## src/rtl/event_counter_snap.sv

```systemverilog
// event_counter_snap: weighted event accumulator with coherent LO/HI snapshots; SNAP_REQ -> SNAP_ACK in 2 cycles.
// No request queueing (SNAP_REQ ignored while busy); define EVENT_COUNTER_SNAP_THRESH_EN to build the THRESH compare / THR_IRQ.
module event_counter_snap #(
    parameter int CNT_WIDTH  = 48,
    parameter int DATA_WIDTH = 32,
    parameter int INC_WIDTH  = 4,
    parameter bit SATURATE   = 1'b1
) (
    input  logic                  CLK,
    input  logic                  RST,
    input  logic                  EVENT_VALID,
    input  logic [INC_WIDTH-1:0]  EVENT_INC,
    input  logic                  SNAP_REQ,
    input  logic                  CLEAR_ON_SNAP,
    input  logic [CNT_WIDTH-1:0]  THRESH,
    output logic                  SNAP_BUSY,
    output logic                  SNAP_ACK,
    output logic [DATA_WIDTH-1:0] SNAP_LO,
    output logic [DATA_WIDTH-1:0] SNAP_HI,
    output logic                  OVERFLOW,
    output logic                  THR_IRQ
);

    localparam logic [1:0] ST_IDLE = 2'd0;
    localparam logic [1:0] ST_CAPT = 2'd1;
    localparam logic [1:0] ST_ACK  = 2'd2;

    logic [1:0]            state_q, state_d;
    logic                  clr_q, clr_d;
    logic [CNT_WIDTH-1:0]  acc_q, acc_d;
    logic [CNT_WIDTH:0]    sum;
    logic                  ovf_q, ovf_d;
    logic [DATA_WIDTH-1:0] snap_lo_q, snap_lo_d;
    logic [DATA_WIDTH-1:0] snap_hi_q, snap_hi_d;
    logic                  clr_capt;

    always_comb begin
        sum       = {1'b0, acc_q} + (CNT_WIDTH+1)'(EVENT_INC);
        state_d   = state_q;
        clr_d     = clr_q;
        acc_d     = acc_q;
        ovf_d     = ovf_q;
        snap_lo_d = snap_lo_q;
        snap_hi_d = snap_hi_q;
        clr_capt  = 1'b0;

        // Carry out of the extra sum bit is the overflow condition.
        if (EVENT_VALID) begin
            if (sum[CNT_WIDTH]) begin
                acc_d = SATURATE ? {CNT_WIDTH{1'b1}} : sum[CNT_WIDTH-1:0];
                ovf_d = 1'b1;
            end else begin
                acc_d = sum[CNT_WIDTH-1:0];
            end
        end

        case (state_q)
            ST_IDLE: begin
                if (SNAP_REQ) begin
                    clr_d   = CLEAR_ON_SNAP;
                    state_d = ST_CAPT;
                end
            end
            ST_CAPT: begin
                snap_lo_d = acc_q[DATA_WIDTH-1:0];
                snap_hi_d = DATA_WIDTH'(acc_q >> DATA_WIDTH);
                // Clearing keeps this cycle's event and beats a same-cycle overflow.
                if (clr_q) begin
                    clr_capt = 1'b1;
                    acc_d    = EVENT_VALID ? CNT_WIDTH'(EVENT_INC) : '0;
                    ovf_d    = 1'b0;
                end
                state_d = ST_ACK;
            end
            ST_ACK:  state_d = ST_IDLE;
            default: state_d = ST_IDLE;
        endcase
    end

    always_ff @(posedge CLK) begin
        if (RST) begin
            state_q   <= ST_IDLE;
            clr_q     <= 1'b0;
            acc_q     <= '0;
            ovf_q     <= 1'b0;
            snap_lo_q <= '0;
            snap_hi_q <= '0;
        end else begin
            state_q   <= state_d;
            clr_q     <= clr_d;
            acc_q     <= acc_d;
            ovf_q     <= ovf_d;
            snap_lo_q <= snap_lo_d;
            snap_hi_q <= snap_hi_d;
        end
    end

`ifdef EVENT_COUNTER_SNAP_THRESH_EN
    logic thr_q, thr_d;
    logic hit_now, hit_new;

    // A clearing snapshot only drops the flag when the post-clear count is below THRESH.
    always_comb begin
        hit_now = (acc_q >= THRESH);
        hit_new = (acc_d >= THRESH);
        thr_d   = clr_capt ? (hit_new & (thr_q | hit_now)) : (thr_q | hit_now);
    end

    always_ff @(posedge CLK) begin
        if (RST) begin
            thr_q <= 1'b0;
        end else begin
            thr_q <= thr_d;
        end
    end

    assign THR_IRQ = thr_q;
`else
    logic unused_thresh;
    logic unused_clr_capt;
    assign unused_thresh   = ^THRESH;
    assign unused_clr_capt = clr_capt;
    assign THR_IRQ         = 1'b0;
`endif

    assign SNAP_BUSY = (state_q != ST_IDLE);
    assign SNAP_ACK  = (state_q == ST_ACK);
    assign SNAP_LO   = snap_lo_q;
    assign SNAP_HI   = snap_hi_q;
    assign OVERFLOW  = ovf_q;

endmodule

```

## config.mk

```make
export PLATFORM = sky130hd
export DESIGN_NAME = event_counter_snap
export DESIGN_NICKNAME = d
export VERILOG_FILES = /design/src/rtl/event_counter_snap.sv
export SDC_FILE = /design/constraint.sdc
export NUM_CORES = 1
export LEC_CHECK = 0
export ABC_CLOCK_PERIOD_IN_PS = 4700
export BUFFER_PORTS_ARGS = -buffer_cell sky130_fd_sc_hd__buf_2
export CAP_MARGIN = 20
export CORE_MARGIN = 1.5
export CORE_UTILIZATION = 50
export CTS_CLUSTER_SIZE = 40
export DETAILED_ROUTE_END_ITERATION = 7
export PLACE_DENSITY_LB_ADDON = 0.2
export SYNTH_ARGS = -nofsm -noshare
export SYNTH_HDL_FRONTEND = slang
export SYNTH_SLANG_ARGS = --single-unit
```

## constraint.sdc

```tcl
create_clock -name CLK -period 4.7 [get_ports CLK]
set_input_delay 0.47 -clock CLK [delete_from_list [all_inputs] [get_ports CLK]]
set_output_delay 0.47 -clock CLK [all_outputs]
set_load 0.05 [all_outputs]
```

# ---- Word-level counts from Yosys, hierarchy flattened
# Cells that the tools add are included.
dict set report op_classes {
  mux 11
  reduce_logical 3
  add_sub_neg 1
  eq_ne 3
}
# cell count
set ops {}
lappend ops {{48-bit two-way mux} 4}
lappend ops {{48-bit by 4-bit adder with 49-bit output} 1}
lappend ops {{1-bit two-way mux} 4}
lappend ops {{4-bit two-way mux} 1}
lappend ops {{2-bit one-hot mux with 2 select lines} 1}
lappend ops {{2-bit by 1-bit == test with 1-bit output, second input constant} 1}
lappend ops {{2-bit == test, second input constant} 1}
lappend ops {{2-bit zero test} 1}
lappend ops {{2-bit two-way mux} 1}
lappend ops {{2-bit inequality test, second input constant} 1}
lappend ops {{2-bit AND reduction} 1}
lappend ops {{2-bit nonzero test} 1}
dict set report totals {
  wordCells 24
  ff_bits 100
}

# ---- Logic depth before layout (Yosys ltp)
# Gate-level depths: netlist of run 1.
dict set report logic_depth {
  depth_word 5
  mapped_depth 8
  depth_no_buf 7
}

# ---- Least setup slack after synthesis of run 1
# No wires, ideal clock.
dict set report synth_path {
  kind {input to register}
  startpoint {input port EVENT_INC[0]}
  endpoint {register acc_q[28]}
  cell_stages 8
  t_required_ps 4578
  setup_slack_ps 2351
  setup_time_ps 122
  n_path_buf 1
  arrival_ps 2227
  path_cell_list {ha_1 -> fa_1 -> a211o_1 -> o211a_1 -> nand4_1 -> clkbuf_1 -> nand2_1 -> o311a_1}
}
dict set report synth_via {
  elab_chain_len 5
}
# element line_no
set synth_lines {}
lappend synth_lines {{start: declaration} 12} ;# input logic [INC_WIDTH-1:0] EVENT_INC,
lappend synth_lines {{48-bit by 4-bit adder with 49-bit output (*)} 38} ;# sum = {1'b0, acc_q} + (CNT_WIDTH+1)'(EVENT_INC);
lappend synth_lines {{48-bit two-way mux (*)} 49} ;# if (sum[CNT_WIDTH]) begin
lappend synth_lines {{48-bit two-way mux (*)} 48} ;# if (EVENT_VALID) begin
lappend synth_lines {{48-bit two-way mux} 68} ;# if (clr_q) begin
lappend synth_lines {{48-bit two-way mux (*)} 57} ;# case (state_q)
lappend synth_lines {{end signal: assignment} 84} ;# acc_q <= '0;
lappend synth_lines {{end signal: assignment} 91} ;# acc_q <= acc_d;
lappend synth_lines {{end: declaration} 30} ;# logic [CNT_WIDTH-1:0] acc_q, acc_d;
# Mark *: on every way between the ends. The rest lies on a longest branch, timed or not.
# A chain may end at the register's enable or synchronous reset.

# ---- Worst setup path after layout of run 1
dict set report layout_path {
  startpoint {register state_q[0]}
  endpoint {register acc_q[46]}
}
dict set report layout_via {
  elab_chain_len 2
}
# element line_no
set layout_lines {}
lappend layout_lines {{start: declaration} 28} ;# logic [1:0] state_q, state_d;
lappend layout_lines {{start signal: assignment} 89} ;# state_q <= state_d;
lappend layout_lines {{2-bit by 1-bit == test with 1-bit output} 57}
lappend layout_lines {{48-bit two-way mux} 57}
# No other way between the ends.

==> run summary, run 1 <==
===============================================================================================
Clock H-tree levels ..............................................................            3
Synth-to-layout area growth ......................................................        10.1%
Cell depth of the worst hold path ................................................            3
Number of violations of the max-capacitance limit ................................            0
Global route overflow ............................................................            0
Post-synthesis cell count ........................................................          544
Critical path data arrival time ..................................................      2.99 ns
Post-synth EDFFs .................................................................            0
DRC ..............................................................................            0
CTS tree .........................................................................         done
Initial Util .....................................................................        51.8%
Final count of hold timing violations ............................................            0
Number of setup violations in the final report ...................................            0
Register bit total from synthesis ................................................          100
End-of-flow core utilization .....................................................        57.0%
# IOs ............................................................................          125
Top FF cell, synth ...............................................................      dfxtp_1
Global Route Usage Sum ...........................................................        20.9%
Wirelength per Cell ..............................................................      14.3 um
First-pass GRT wire length .......................................................     16800 um
Worst clock skew .................................................................    0.0151 ns
Sinks on the clock net ...........................................................          100
Most common cell on crit path ....................................................        buf_4
Die extent in y ..................................................................      98.3 um
Final antenna diode count ........................................................            0
CTS Hold Buffers Added ...........................................................            0
Post-route clock period utilization ..............................................        57.8%
Antenna violations before repair .................................................            0
Total design power ...............................................................      1.54 mW
Clock input transition at the sequential cells of the worst setup and hold paths .      0.10 ns
Time the final worst path needs with I/O delays and setup ........................      2.72 ns
Post-synth ARST share ............................................................           0%
WL met3 ..........................................................................       446 um
Min-delay worst type .............................................................    in -> reg
Floorplan die area ...............................................................     9650 um2
Actual transition at the worst max-transition pin ................................      1.02 ns
Sum of negative setup slack ......................................................         0 ns
Remaining antenna violation count after routing ..................................            0
Maximum cell stage delay along the critical path .................................      0.81 ns
Final hold slack .................................................................     0.356 ns
Highest routed layer .............................................................         met4
Width of the die .................................................................      98.3 um
Power Dens Cells .................................................................   307 nW/um2
Nature of the critical path endpoint .............................................         flop
Final HPWL from detailed placement ...............................................      6790 um
Setup repair after global routing missed its margin ..............................        false
Endpoint of the worst-slack reg-to-reg timing path ...............................    acc_q[46]
Number of cells upsized or downsized after cts ...................................            0
First-pass detailed-route iteration total ........................................            4
Row count ........................................................................           34
Clock latency reported for the late side of the worst-skew pair ..................      0.36 ns
Crit start category ..............................................................         flop
Root buffer selected by CTS ......................................................     clkbuf_8
Beginning of the worst hold path ................................................. CLEAR_ON_SNAP
Slowest stage cell, crit path ....................................................     nand2b_1
Worst path bufs/invs .............................................................            2
Met1 Routed Length ...............................................................      4850 um
Core Footprint ...................................................................     8760 um2
Final estimated routing congestion in global placement ...........................        0.799
Buffer depth of the longest clock path ...........................................            2
Share of layout cells above drive strength 1 .....................................        16.1%
Leakage component of the power ...................................................      1.86 nW
Slew Limit Fails .................................................................            0
Cells traversed along the worst timing path ...................................... nor2b_2 > buf_4 > nand2_1 > nand2b_1 > buf_4 > a41o_1 > nor2_1
Pin count of the biggest net entering global routing .............................           58
Initial DRC count ................................................................          239
Count of cell types in the netlist ...............................................           52
Peak supply drop .................................................................   0.000178 V
Met2 WL post-DR ..................................................................      4630 um
Layout Nets ......................................................................          648
FF-to-FF path depth ..............................................................            7
Synthesis Warnings ...............................................................            0
Achievable Freq ..................................................................      368 MHz
Relative slew slack ..............................................................        32.2%
Type of the worst setup path .....................................................   reg -> reg
Via Count ........................................................................         3836
Count of input and output buffers ................................................           59
Reg2Reg Launch Point .............................................................   state_q[0]
Kind of cell adding the most delay to the critical path .......................... simple AND/OR/NAND/NOR gates
Number of global-route vias before repair ........................................         3506
WP data required .................................................................      4.97 ns
Run status ....................................................................... finished, final reports clean
Post-CTS Repair Setup Buffers ....................................................            0
Routed via count divided by cell count ...........................................         5.49
Mean instance size in the synthesized netlist ....................................     8.34 um2
Sequential area share after synthesis ............................................        44.1%
Largest fanout of any net on the critical path ...................................           50
Total routed wirelength ..........................................................     10000 um
Mapped Area ......................................................................     4540 um2
Capture endpoint of the worst hold path ..........................................        clr_q
Setup slack on the worst flop-to-flop path .......................................      1.98 ns
Number of buffers created by CTS .................................................            9
===============================================================================================
-- state kept, by name, indices dropped and copies added, names as in the netlist --
register / flops
acc_q: 48
state_q: 2
clr_q: 1
SNAP_LO: 32
OVERFLOW: 1
SNAP_HI: 16
-- worst register-to-register path: cells and delay by family, from the launching register on --
family | cells | cell delay [ns]
buffers and inverters | 2 | 0.81
DFF | 1 | 0.37
and+or+nand+nor | 4 | 1.32
AOI/OAI and AO/OA | 1 | 0.13
-- worst max-delay path by stage --
stage                 startpoint        end  slack [ns]  depth (start not counted)
floorplan           EVENT_INC[0]  acc_q[28]        2.35                          8
global placement    EVENT_INC[0]  acc_q[28]        1.94                          9
detailed placement  EVENT_INC[0]  acc_q[28]        1.86                          9
CTS                   state_q[0]  acc_q[46]        1.96                          7
global route          state_q[0]  acc_q[46]        1.68                          7
finish                state_q[0]  acc_q[46]        1.98                          7
-- layout by cell type, fill, tap and decap left out, types with 3 or more instances in the layout --
cell,synthesis,layout
a311oi_1,3,3
and2_1,5,5
and3_1,9,9
ha_1,4,4
or4_1,6,6
clkbuf_8,0,9
nor4_2,4,4
nand3_1,16,16
dfxtp_1,100,100
nor3_1,14,14
and4_1,13,13
xor2_1,14,14
conb_1,1,17
o21ai_0,4,4
nand4_1,15,15
xnor2_1,15,15
buf_2,6,59
nand2_1,115,115
o31ai_1,4,4
buf_4,18,6
a31oi_1,6,6
nor2_1,14,14
a21oi_1,88,88
inv_1,7,7
-- Yosys cell counts (all sizes together), types with 3 or more instances --
master    n  share of area [%]
nand2   115                9.5
dfxtp   100                 44
a21oi    88                9.7
buf      28                4.1
clkbuf   22                1.8
nand4    17                2.8
nand3    16                1.8
xnor2    15                2.9
nor2     14                1.2
nor3     14                1.5
xor2     14                2.7
and4     13                2.5
and3      9                1.2
nor4      8                2.3
inv       7               0.58
or4       7                1.2
a31oi     6               0.83
and2      5               0.69
o21ai     5               0.55
ha        4                1.1
o31ai     4               0.66
a211oi    3               0.61
a311oi    3               0.58
nor2b     3               0.41
-- layer usage --
layer,GRT usage (%),up-vias
met5,0,-
met4,6.07,0
met3,3.36,6
met2,33.3,90
met1,29.3,1776
li1,-,1964
-- kinds of logic after synthesis --
family                   count (synthesis)  synth area share [%]
flip-flops                             100                  44.1
AO/OA/AOI/OAI                          121                  15.3
other                                    1                0.0827
XOR/XNOR                                29                  5.60
AND/OR/NAND/NOR                        229                  26.4
buffers and inverters                   57                  6.54
multiplexers                             2                 0.441
adder cells (fa/ha/maj)                  5                  1.54
-- power by group --
part / internal (mW) / switching [mW] / total [mW]
clock: 0.247 / 0.294 / 0.541
combinational: 0.0298 / 0.103 / 0.133
sequential: 0.854 / 0.00781 / 0.862
-- layout make-up --
cell class	count	area, um2
clock buffers	10	128
multi-input cells	403	2300
repair buffers	65	340
inverters	7	26.3
clock inverters	6	65.1
well taps	108	135
flip-flops and latches	100	2000
fillers	838	3770
-- stage by stage --
| step | setup slack [ns] | area [um2] | cells |
|---|---|---|---|
| 2_1_floorplan | 2.35 | 4600 | 560 |
| 3_3_place_gp | 1.94 | 4800 | 683 |
| 3_5_place_dp | 1.86 | 4800 | 683 |
| 4_1_cts | 1.96 | 5000 | 699 |
| 5_1_grt | 1.68 | 5000 | 699 |
| 6_report | 1.98 | 5000 | 699 |
Power figures use the tool's default switching activity.
==> run 2: changes to the inputs <==
--- a/config.mk
+++ b/config.mk
@@ -5,11 +5,11 @@
 export SDC_FILE = /design/constraint.sdc
 export NUM_CORES = 1
 export LEC_CHECK = 0
-export ABC_CLOCK_PERIOD_IN_PS = 4700
+export ABC_CLOCK_PERIOD_IN_PS = 2400
 export BUFFER_PORTS_ARGS = -buffer_cell sky130_fd_sc_hd__buf_2
 export CAP_MARGIN = 20
 export CORE_MARGIN = 1.5
-export CORE_UTILIZATION = 50
+export CORE_UTILIZATION = 47
 export CTS_CLUSTER_SIZE = 40
 export DETAILED_ROUTE_END_ITERATION = 7
 export PLACE_DENSITY_LB_ADDON = 0.2
==> constraint.sdc (replaced) <==
create_clock -name CLK -period 2.4 [get_ports CLK]
set_input_delay 0.24 -clock CLK [delete_from_list [all_inputs] [get_ports CLK]]
set_output_delay 0.24 -clock CLK [all_outputs]
set_load 0.05 [all_outputs]
==> run 2 against run 1 <==
Effect of this change: sequential cell count is the same; hold slack got worse by 0.23 ns; via count increased by 3.5%; first-iteration DRC count is 26% lower; critical endpoint is now acc_q[40].
==> run summary, run 2 (same netlist as run 1, synthesis figures left out) <==
===============================================================================================
CTS tree .........................................................................         done
CTS Hold Buffers Added ...........................................................            0   unchanged
# IOs ............................................................................          125   unchanged
Synth-to-layout area growth ......................................................        14.3%
Run status ....................................................................... finished, final reports clean
Slew Limit Fails .................................................................            0   unchanged
Antenna violations before repair .................................................            0   unchanged
Setup repair after global routing missed its margin ..............................        false
Type of the worst setup path .....................................................   reg -> reg
Number of buffers created by CTS .................................................            9   unchanged
Row count ........................................................................           35   +2.9%
Nature of the critical path endpoint .............................................         flop
Clock latency reported for the late side of the worst-skew pair ..................      0.36 ns   about the same
Power Dens Cells .................................................................   593 nW/um2   +93%
Pin count of the biggest net entering global routing .............................           50   -14%
Buffer depth of the longest clock path ...........................................            2   unchanged
Via Count ........................................................................         3971   +3.5%
DRC ..............................................................................            0   unchanged
Worst path bufs/invs .............................................................            1   -1
Initial Util .....................................................................        48.9%   -2.9 points
Clock input transition at the sequential cells of the worst setup and hold paths .      0.10 ns   about the same
Count of input and output buffers ................................................           59   unchanged
Global route overflow ............................................................            0   unchanged
Time the final worst path needs with I/O delays and setup ........................      2.20 ns   -0.515 ns
Cells traversed along the worst timing path ...................................... ha_2 > fa_2 > a211o_1 > o211a_1 > buf_4 > nand4_1 > or4_1 > and3_1
Maximum cell stage delay along the critical path .................................      0.43 ns   -0.38 ns
Relative slew slack ..............................................................        55.3%   +23 points
Number of violations of the max-capacitance limit ................................            0   unchanged
Share of layout cells above drive strength 1 .....................................        19.2%   +3.1 points
Core Footprint ...................................................................     9280 um2   +5.9%
Seq. cell area ...................................................................     2000 um2   unchanged
Number of flip-flops in the largest register .....................................           48   unchanged
Sinks on the clock net ...........................................................          100   unchanged
Number of filler instances in the final layout ...................................          915   +9.2%
Min-delay worst type .............................................................    in -> reg
Actual transition at the worst max-transition pin ................................     0.667 ns   -0.349 ns
Final estimated routing congestion in global placement ...........................        0.829   +3.7%
Number of global-route vias before repair ........................................         3739   +6.6%
Layout Nets ......................................................................          667   +2.9%
Most common cell after layout, fill and taps aside ...............................      nand2_1
Leakage component of the power ...................................................      1.95 nW   +4.9%
Most frequent cells in the layout ................................................ nand2_1, dfxtp_1, a21oi_1, buf_2, buf_4
Width of the die .................................................................       101 um   +3.0%
Total design power ...............................................................      3.08 mW   +100%
Slowest stage cell, crit path ....................................................        or4_1
Floorplan die area ...............................................................    10300 um2   +6.2%
WP data required .................................................................      2.67 ns   -2.30 ns
Initial DRC count ................................................................          178   -26%
Achievable Freq ..................................................................      454 MHz   +23%
Register name with the most flops ................................................        acc_q
Clock H-tree levels ..............................................................            3   unchanged
Number of setup violations in the final report ...................................            0   unchanged
Total routed wirelength ..........................................................     10300 um   +3.2%
Die extent in y ..................................................................       101 um   +3.0%
Final Instance Area ..............................................................     5190 um2   +3.8%
Peak supply drop .................................................................   0.000346 V   +94%
Routed via count divided by cell count ...........................................         5.37   -2.1%
Worst setup slack after placement ................................................   -0.0419 ns   -1.90 ns
Worst Setup Slack, final .........................................................     0.196 ns   -1.78 ns
Worst clock skew .................................................................    0.0125 ns   -0.00251 ns
Wirelength per Cell ..............................................................      14.0 um   -2.4%
Remaining antenna violation count after routing ..................................            0   unchanged
Crit start category ..............................................................         flop
Largest fanout of any net on the critical path ...................................            6   -88%
Root buffer selected by CTS ......................................................     clkbuf_8
Area occupied by multi-input gates ...............................................     2310 um2   +0.22%
Post-placement cell area .........................................................     4950 um2   +3.0%
Global Route Usage Sum ...........................................................        21.3%   +0.41 points
Final HPWL from detailed placement ...............................................      7190 um   +5.8%
Final count of hold timing violations ............................................            0   unchanged
Critical path data arrival time ..................................................      2.48 ns   -0.51 ns
Final antenna diode count ........................................................            0   unchanged
First-pass GRT wire length .......................................................     17600 um   +4.9%
First-pass detailed-route iteration total ........................................            4   unchanged
Post-route clock period utilization ..............................................        91.8%   +34 points
Kind of cell adding the most delay to the critical path .......................... simple AND/OR/NAND/NOR gates
===============================================================================================
## run 2: final timing paths
path                 startpoint  slack, ns  cells past startpoint   endpoint
setup / recovery       acc_q[0]       0.20                      8  acc_q[40]
hold / removal    CLEAR_ON_SNAP       0.12                      3      clr_q
setup reg to reg       acc_q[0]       0.20                      8  acc_q[40]
hold reg to reg        OVERFLOW       0.45                      2   OVERFLOW
## run 2: report_power, final
| group | internal [mW] | switching (mW) |
|---|---|---|
| sequential | 1.67 | 0.0142 |
| combinational | 0.0674 | 0.204 |
| clock | 0.520 | 0.600 |
## run 2: repair_timing
item | CTS | global route
resized for setup | 0 | 2
cloned | 0 | 0
setup endpoints to repair | 12 | 3
setup buffers | 3 | 0
## run 2: per-stage QoR
step / TNS, ns / util (%) / std cells / hold WS, ns
final: 0 / 55.9 / 739 / 0.125
after floorplan: 0 / - / 560 / 0.377
after detailed placement: -0.485 / 53.3 / 720 / 0.436
after CTS: 0 / 55.8 / 739 / 0.112
after global placement: 0 / 53.3 / 720 / 0.438
after global routing: 0 / 55.9 / 739 / 0.136
## run 2: tightest hold or removal path: stages
cell,delay [ns]
buf_2,0.10
nand3_1,0.05
a21oi_1,0.06
## run 2: layout make-up
| type | count | share of cell area (%) |
|---|---|---|
| Sequential cell | 100 | 38.6 |
| Multi-Input combinational cell | 403 | 44.5 |
| Inverter | 7 | 0.507 |
| Tap cell | 129 | 3.11 |
| Clock inverter | 6 | 1.37 |
| Clock buffer | 10 | 2.65 |
| Timing Repair Buffer | 84 | 9.31 |
## run 2: metal layers
layer | global-route usage [%] | wire (um) | part of all wire [%]
met5 | 0 | 0 | 0
met4 | 7.48 | 132 | 1.3
met3 | 2.97 | 400 | 3.9
met2 | 34.7 | 4790 | 46
met1 | 28.9 | 5000 | 48
==> run 3: changes to the inputs <==
--- a/config.mk
+++ b/config.mk
@@ -13,6 +13,7 @@
 export CTS_CLUSTER_SIZE = 40
 export DETAILED_ROUTE_END_ITERATION = 7
 export PLACE_DENSITY_LB_ADDON = 0.2
+export REMOVE_ABC_BUFFERS = 1
 export SYNTH_ARGS = -nofsm -noshare
 export SYNTH_HDL_FRONTEND = slang
 export SYNTH_SLANG_ARGS = --single-unit
==> run 3 against run 2 <==
Effect of this change: maximum frequency is 2.6% lower; final area is 1.4% lower; die area stayed put; final cell count is 1.5% lower; critical path depth is 1 lower; combinational power hardly changed; sequential share of layout area is 0.55 points higher.
==> run summary, run 3 (same netlist as run 1, synthesis figures left out) <==
===============================================================================================
Critical path data arrival time ..................................................      2.49 ns   about the same
Pin count of the biggest net entering global routing .............................           50   unchanged
Total design power ...............................................................      3.04 mW   -1.2%
Number of global-route vias before repair ........................................         3548   -5.1%
Final antenna diode count ........................................................            0   unchanged
Wirelength per Cell ..............................................................      13.4 um   -3.9%
Antenna violations before repair .................................................            0   unchanged
Die extent in y ..................................................................       101 um   unchanged
End-of-flow core utilization .....................................................        55.1%   -0.78 points
Global Route Usage Sum ...........................................................        20.0%   -1.3 points
Post-route clock period utilization ..............................................        94.2%   +2.4 points
Routed via count divided by cell count ...........................................         5.34   -0.71%
Min-delay worst type .............................................................    in -> reg
Power Dens Cells .................................................................   595 nW/um2   +0.20%
DRC ..............................................................................            0   unchanged
Largest fanout of any net on the critical path ...................................           26   +20
Initial Util .....................................................................        48.9%   unchanged
Most common cell after layout, fill and taps aside ...............................      nand2_1
Relative slew slack ..............................................................        61.3%   +6.0 points
Number of buffers created by CTS .................................................            9   unchanged
Final HPWL from detailed placement ...............................................      6750 um   -6.1%
Run status ....................................................................... finished, final reports clean
Root buffer selected by CTS ......................................................     clkbuf_8
Layout Nets ......................................................................          656   -1.6%
Time the final worst path needs with I/O delays and setup ........................      2.26 ns   +0.0583 ns
Width of the die .................................................................       101 um   unchanged
Clock latency reported for the late side of the worst-skew pair ..................      0.36 ns   about the same
Via Count ........................................................................         3884   -2.2%
Number of setup violations in the final report ...................................            0   unchanged
Initial DRC count ................................................................          114   -36%
Synth-to-layout area growth ......................................................        12.7%
Worst clock skew .................................................................    0.0109 ns   -0.00165 ns
Total routed wirelength ..........................................................      9770 um   -5.3%
Global route overflow ............................................................            0   unchanged
Final estimated routing congestion in global placement ...........................        0.900   +8.6%
WP data required .................................................................      2.63 ns   -0.04 ns
Number of flip-flops in the largest register .....................................           48   unchanged
Crit start category ..............................................................         flop
First-pass detailed-route iteration total ........................................            4   unchanged
Share of layout cells above drive strength 1 .....................................        17.5%   -1.7 points
Setup slack on the worst flop-to-flop path .......................................      0.14 ns   -0.06 ns
Floorplan die area ...............................................................    10300 um2   unchanged
Final Instance Area ..............................................................     5110 um2   -1.4%
Count of input and output buffers ................................................           59   unchanged
Core Footprint ...................................................................     9280 um2   unchanged
Nature of the critical path endpoint .............................................         flop
Post-placement cell area .........................................................     4900 um2   -1.1%
Slew Limit Fails .................................................................            0   unchanged
Type of the worst setup path .....................................................   reg -> reg
Peak supply drop .................................................................   0.000340 V   -1.7%
Final count of hold timing violations ............................................            0   unchanged
First-pass GRT wire length .......................................................     16600 um   -5.8%
Remaining antenna violation count after routing ..................................            0   unchanged
Number of filler instances in the final layout ...................................          934   +2.1%
Most frequent cells in the layout ................................................ nand2_1, dfxtp_1, a21oi_1, buf_2, conb_1
Row count ........................................................................           35   unchanged
Number of violations of the max-capacitance limit ................................            0   unchanged
CTS tree .........................................................................         done
Sinks on the clock net ...........................................................          100   unchanged
# IOs ............................................................................          125   unchanged
Buffer depth of the longest clock path ...........................................            2   unchanged
Achievable Freq ..................................................................      442 MHz   -2.6%
Register name with the most flops ................................................        acc_q
Leakage component of the power ...................................................      1.91 nW   -2.1%
Clock input transition at the sequential cells of the worst setup and hold paths .      0.09 ns   about the same
Clock H-tree levels ..............................................................            3   unchanged
Actual transition at the worst max-transition pin ................................     0.578 ns   -0.0891 ns
===============================================================================================
-- run 3: power breakdown --
group | internal (mW) | switching [mW] | total [mW] | leakage [nW]
Clock | 0.487 | 0.598 | 1.09 | 0.0923
Combinational | 0.0662 | 0.203 | 0.269 | 1.01
Sequential | 1.67 | 0.0142 | 1.69 | 0.807
-- run 3: final cells by class --
class                           count  area, um2  share of cell area (%)
Sequential cell                   100       2000                    39.1
Tap cell                          129        161                    3.16
Timing Repair Buffer               73        404                    7.90
Clock buffer                        9        124                    2.42
Inverter                            7       26.3                   0.514
Clock inverter                      7       75.1                    1.47
Multi-Input combinational cell    403       2320                    45.4
-- run 3: metrics by stage --
step | hold WS (ns) | std cells | setup WS, ns | setup TNS, ns
after floorplan | 0.309 | 510 | -1.31 | -56.12
after global placement | 0.436 | 712 | 0.0773 | 0
after detailed placement | 0.437 | 712 | 0.0472 | 0
after CTS | 0.130 | 728 | 0.0786 | 0
after global routing | 0.143 | 728 | -0.0147 | -0.0207
final | 0.134 | 728 | 0.138 | 0
-- run 3: repair_timing --
action / in CTS / in global routing
hold buffers: 0 / 0
setup buffers: 0 / 0
resized for setup: 0 / 4
setup endpoints to repair: 0 / 34
-- run 3: routing by layer --
layer	track usage, %	routed length [um]
met5	0	0
met4	7.59	182
met3	3.17	414
met2	33.8	4580
met1	25.8	4600
-- run 3: worst max-delay path, stage by stage (launching register included) --
cell	delay [ns]
dfxtp_1	0.34
ha_1	0.22
fa_1	0.43
a211o_1	0.36
o211a_4	0.19
nand4_1	0.14
buf_4	0.32
a21oi_1	0.12
-- run 3: path summary, 6_finish.rpt --
kind,cells after the start,startpoint,end
max,7,acc_q[0],acc_q[11]
min,3,SNAP_REQ,state_q[0]
max reg2reg,7,acc_q[0],acc_q[11]
min reg2reg,2,OVERFLOW,OVERFLOW
